$ cat config.mk
export PLATFORM = sky130hd
export DESIGN_NAME = vga_sync_gen
export DESIGN_NICKNAME = d
export VERILOG_FILES = /design/src/rtl/vga_sync_gen.sv
export SDC_FILE = /design/constraint.sdc
export NUM_CORES = 1
export LEC_CHECK = 0
export CAP_MARGIN = 20
export CORE_ASPECT_RATIO = 1.25
export CORE_MARGIN = 5
export CORE_UTILIZATION = 48
export DETAILED_ROUTE_END_ITERATION = 8
export PLACE_DENSITY_LB_ADDON = 0.08
export SLEW_MARGIN = 5
export SYNTH_ARGS = -nofsm -noshare
export SYNTH_HDL_FRONTEND = slang
export SYNTH_SLANG_ARGS = --single-unit
$ cat constraint.sdc
create_clock -name clk -period 2.2 [get_ports clk]
set_input_delay 0.44 -clock clk [delete_from_list [all_inputs] [get_ports clk]]
set_output_delay 0.44 -clock clk [all_outputs]
set_load 0.02 [all_outputs]
$ cat src/rtl/vga_sync_gen.sv
// VGA timing generator: pixel-rate tick, h/v counters, registered sync/blank/start decode.
// Optional VGA_SYNC_ALIGN_EN delays hsync/vsync by one pixel period to match registered rgb.
module vga_sync_gen #(
  parameter int unsigned CLK_DIV   = 4,
  parameter int unsigned H_DISPLAY = 640,
  parameter int unsigned H_FRONT   = 16,
  parameter int unsigned H_SYNC    = 96,
  parameter int unsigned H_BACK    = 48,
  parameter int unsigned V_DISPLAY = 480,
  parameter int unsigned V_FRONT   = 10,
  parameter int unsigned V_SYNC    = 2,
  parameter int unsigned V_BACK    = 33,
  parameter int unsigned SYNC_POL  = 0
) (
  input  logic        clk,
  input  logic        reset_n,
  output logic        p_tick,
  output logic [10:0] pixel_x,
  output logic [10:0] pixel_y,
  output logic        video_on,
  output logic        hsync,
  output logic        vsync,
  output logic        line_start,
  output logic        frame_start
);
  localparam int unsigned H_TOTAL = H_DISPLAY + H_FRONT + H_SYNC + H_BACK;
  localparam int unsigned V_TOTAL = V_DISPLAY + V_FRONT + V_SYNC + V_BACK;
  localparam int unsigned DW      = $clog2(CLK_DIV);

  localparam logic [DW-1:0] DIV_LAST = DW'(CLK_DIV - 1);
  localparam logic [10:0] H_LAST = 11'(H_TOTAL - 1);
  localparam logic [10:0] V_LAST = 11'(V_TOTAL - 1);
  localparam logic [10:0] H_DISP = 11'(H_DISPLAY);
  localparam logic [10:0] V_DISP = 11'(V_DISPLAY);
  localparam logic [10:0] HS_BEG = 11'(H_DISPLAY + H_FRONT);
  localparam logic [10:0] HS_END = 11'(H_DISPLAY + H_FRONT + H_SYNC - 1);
  localparam logic [10:0] VS_BEG = 11'(V_DISPLAY + V_FRONT);
  localparam logic [10:0] VS_END = 11'(V_DISPLAY + V_FRONT + V_SYNC - 1);
  localparam logic        ACT    = 1'(SYNC_POL);

  logic [DW-1:0] div_q, div_d;
  logic [10:0]   h_q, h_d, v_q, v_d;
  logic          step;
  logic          tick_q, von_q, von_d, hs_q, hs_d, vs_q, vs_d;
  logic          ls_q, ls_d, fs_q, fs_d;

  // Decode from the next position so every output lands on the same clk as the step.
  always_comb begin
    step  = (div_q == DIV_LAST);
    div_d = step ? '0 : div_q + DW'(1);
    h_d   = h_q;
    v_d   = v_q;
    if (step) begin
      if (h_q == H_LAST) begin
        h_d = '0;
        v_d = (v_q == V_LAST) ? '0 : v_q + 11'd1;
      end else begin
        h_d = h_q + 11'd1;
      end
    end
    von_d = (h_d < H_DISP) && (v_d < V_DISP);
    hs_d  = ((h_d >= HS_BEG) && (h_d <= HS_END)) ? ACT : ~ACT;
    vs_d  = ((v_d >= VS_BEG) && (v_d <= VS_END)) ? ACT : ~ACT;
    ls_d  = step && (h_d == '0);
    fs_d  = ls_d && (v_d == '0);
  end

  always_ff @(posedge clk or negedge reset_n) begin
    if (!reset_n) begin
      div_q  <= '0;
      h_q    <= '0;
      v_q    <= '0;
      tick_q <= 1'b0;
      von_q  <= 1'b0;
      hs_q   <= ~ACT;
      vs_q   <= ~ACT;
      ls_q   <= 1'b0;
      fs_q   <= 1'b0;
    end else begin
      div_q  <= div_d;
      tick_q <= step;
      ls_q   <= ls_d;
      fs_q   <= fs_d;
      if (step) begin
        h_q   <= h_d;
        v_q   <= v_d;
        von_q <= von_d;
        hs_q  <= hs_d;
        vs_q  <= vs_d;
      end
    end
  end

`ifdef VGA_SYNC_ALIGN_EN
  logic hs2_q, vs2_q;

  always_ff @(posedge clk or negedge reset_n) begin
    if (!reset_n) begin
      hs2_q <= ~ACT;
      vs2_q <= ~ACT;
    end else if (step) begin
      hs2_q <= hs_q;
      vs2_q <= vs_q;
    end
  end

  assign hsync = hs2_q;
  assign vsync = vs2_q;
`else
  assign hsync = hs_q;
  assign vsync = vs_q;
`endif

  assign p_tick      = tick_q;
  assign pixel_x     = h_q;
  assign pixel_y     = v_q;
  assign video_on    = von_q;
  assign line_start  = ls_q;
  assign frame_start = fs_q;
endmodule

==> impl_metrics.csv <==
group,metric,value,unit
setup_path,rr_worst_depth,7,
clocking,path_clk_slew,0.07,ns
hold_path,hold_end,"div_q[0]$_DFF_PN0_",
floorplan,die_y,79.47,microns
global_routing,grt_first_pass_wirelength,8.907,mm
synth,synth_top_area_cell,"dfrtp_1",
clocking,cts.sink_count,30,
timing,rsz0062_at_grt,"true",
clocking,root_buffer,"clkbuf_8",
floorplan,die_area,0.005211,sq mm
final_layout,nets,266,
setup_path,path_cells,"ha_2 -> nand4_1 -> o31a_2 -> a211o_1 -> a21oi_1 -> and4_4 -> and4_1",
timing,slew_headroom,74.10,%
placement,dp_slack,-0.006768,ns
timing,fin_ws,-0.01002,ns
synth,synth_ff_type,"dfrtp_1",
timing,worst_pin_slew,0.3857,ns
timing,fin_crit_sh,100.5,%
final_layout,area_growth,40.99,%
setup_path,r2r-start,"div_q[0]$_DFF_PN0_",
setup_path,r2r-end,"frame_start$_DFF_PN0_",
floorplan,io_pins,30,
setup_path,r2r_slack,-0.01,ns
timing,post-route-min-period,2.210,ns
synth,ys_ff_latch,30,
setup_path,critPathLaunchType,"flip-flop",
placement,io_buffers,29,
pwr,p_leak,1.185,nW
synth,ys_seq_area_share,40.65,%
placement,dpl_cell_area,0.002450,sq mm
clocking,cts_tree,"yes",
setup_path,required,2.42,ns
hold_path,hold_depth,1,
global_routing,overflow,0,
pwr,peakVddDrop,0.2814,mV
drt,ant_nets,0,
drt,vias,1810,
drt,drc,0,
synth,synth_edf_count,0,
final_layout,diodes,0,
synth,syn_area_per_cell,9.857,sq um
clocking,cts.htree.levels,2,
timing,drv_slew,0,
synth,ys_types,56,
synth,synth_top_area_share,37.81,%
placement,place.gp.congestion,0.9385,
timing,hold_violations,0,
synth,synthesis.nets,194,
final_layout,drive_gt1_share,31.80,%
placement,dp.cells,289,
clocking,cts_max_path_buffers,2,
setup_path,cp.arrival,2.43,ns
floorplan,coreArea,0.003754,sq mm
drt,viasPerCell,6.013,
final_layout,stdcell_count,301,
setup_path,critPathMaxStageDelay,0.37,ns
final_layout,fin_area,0.002613,sq mm
global_routing,grt_max_degree,31,
hold_path,min_from,"div_q[0]$_DFF_PN0_",
timing,finClkSkew,0.004453,ns
timing,setup-tns-final,-0.01002,ns
drt,first_iter_violations,145,
synth,synth.area.top_cells,"dfrtp_1 (38%), xnor2_1 (4.3%), nand2_1 (4.1%), dfstp_2 (2.8%), ha_1 (2.7%)",
floorplan,rows,25,
timing,clock.fmax,0.4525,GHz
setup_path,cp-end-kind,"flip-flop",
global_routing,track_usage,22.23,%
synth,yosysMostFrequentCell,"dfrtp_1",
clocking,cts_buffers,5,
global_routing,grt_pass1_vias,1918,
hold_path,min_path_type,"flip-flop to flip-flop",
global_routing,antenna_found_initial,0,
drt,wl_per_cell,17.97,microns
pwr,p_total,1.024,mW
final_layout,fillers,270,
floorplan,initial_core_util,49.37,%
timing,finalSetupViolCount,1,
setup_path,timing_worst_setup_path_type,"flip-flop to flip-flop",
drt,routed_wl,5.409,mm
drt,drtPass1Iterations,4,
setup_path,slowest_stage,"dfrtp_1",
synth,yosysWarnings,0,
synth,synth_common_cells,"dfrtp_1 (28), nand2_1 (20), inv_1 (11), nor2_1 (11), xnor2_1 (9)",
placement,dp.final_hpwl,4.103,mm
status,failed_checks,"negative setup slack",
pwr,power.density,391.8,mW/mm^2
synth,synth_area,0.001853,sq mm
run,cap_violations,0,
floorplan,die_w,65.58,microns
setup_path,path_max_fanout,7,
synth,netlist_instances,188,
clocking,clkLatencyLatePin,0.28,ns
status,status,"finished, violations left",
synth,synth-async-reset-ratio,100.0,%
==> worst max-delay path, delay by kind of cell (launching register included) <==
kind                       cells  cell delay (ns)
AOI/OAI and AO/OA              3             0.85
adders and majority gates      1             0.27
DFF                            1             0.37
and+or+nand+nor                3             0.65
==> layout make-up <==
class                      count  area [sq um]  share of cell area (%)
tap                           40         50.05                   1.916
multi-input combinational    139          1050                   40.18
timing repair buffer          73         620.6                   23.75
sequential                    30         759.5                   29.07
clock buffer                   7         86.33                   3.305
clock inverter                 1         5.005                  0.1916
inverter                      11         41.29                   1.580
==> flip-flops by register name (all words and copies together) (netlist names) <==
| name | flops |
|---|---|
| video_on | 1 |
| pixel_y | 11 |
| frame_start | 1 |
| div_q | 2 |
| hsync | 1 |
| pixel_x | 11 |
| line_start | 1 |
| p_tick | 1 |
| vsync | 1 |
==> worst max-delay path by stage <==
stage	slack, ns	depth (start not counted)	from	end
after floorplan	0.002	9	pixel_y[1]$_DFFE_PN0P_	video_on$_DFFE_PN0P_
after global placement	0.01	8	pixel_y[0]$_DFFE_PN0P_	video_on$_DFFE_PN0P_
after detailed placement	-0.007	7	pixel_x[5]$_DFFE_PN0P_	frame_start$_DFF_PN0_
final	-0.01	7	div_q[0]$_DFF_PN0_	frame_start$_DFF_PN0_
after CTS	0.001	8	pixel_x[0]$_DFFE_PN0P_	frame_start$_DFF_PN0_
after global routing	-0.11	8	pixel_y[0]$_DFFE_PN0P_	video_on$_DFFE_PN0P_
==> cell families (layout without fill, tap and decap cells) <==
family / Yosys count / in the layout / synth area share [%]
buffers and inverters: 19 / 92 / 4.659
XOR/XNOR: 13 / 13 / 6.145
multiplexers: 3 / 3 / 1.688
adder cells (fa/ha/maj): 4 / 4 / 2.701
AND/OR/NAND/NOR: 84 / 84 / 30.11
AO/OA/AOI/OAI: 35 / 35 / 14.05
flip-flops: 30 / 30 / 40.65
==> cells in the final DEF, fill, tap and decap left out, drive strengths merged, types with 2 or more instances in the layout <==
cell type,netlist,final
nand3,8,8
nand2,21,21
or4,2,2
o32ai,2,2
and3,4,4
mux2i,2,2
nor3,10,10
dfrtp,28,28
a31oi,3,3
inv,11,11
nor4,6,6
nor2,11,11
a22o,2,2
o31a,2,2
o21ai,8,8
and4,3,3
dfstp,2,2
nor4b,2,2
buf,5,44
a21o,2,2
ha,4,4
nor2b,2,2
clkbuf,3,7
or3,2,2
o21a,2,2
or2,2,2
nand4,6,6
a21oi,3,3
xnor2,9,9
clkdlybuf4s50,0,29
xor2,4,4
and4b,2,2
==> per-stage QoR <==
| stage | util, % | hold WS (ns) |
|---|---|---|
| after floorplan | - | 0.1444 |
| after global placement | 65.27 | 0.4154 |
| after detailed placement | 65.27 | 0.4521 |
| after CTS | 67.77 | 0.4642 |
| after global routing | 69.60 | 0.4724 |
| final | 69.60 | 0.4593 |
==> where the power goes <==
part | switching (mW) | leakage (nW) | total, mW | internal, mW
sequential | 0 | 0.384 | 0.552 | 0.552
combinational | 0.0108 | 0.752 | 0.0135 | 0.00271
clock | 0.206 | 0.0482 | 0.458 | 0.252
==> metal layers <==
| layer | up-vias | track usage [%] | share of wire (%) |
|---|---|---|---|
| met5 | - | 0 | 0 |
| li1 | 834 | - | - |
| met2 | 73 | 41.44 | 55 |
| met4 | 0 | 10.37 | 2.1 |
| met3 | 12 | 4.085 | 4.8 |
| met1 | 891 | 23.64 | 38 |
==> repair_timing <==
item	4_1_cts	5_1_grt
buffers inserted	0	4
resized for setup	1	12
hold endpoints to repair	0	0
pin swaps	1	3
setup endpoints to repair	1	5
hold buffers	0	0
(Power assumes the default switching activity.)
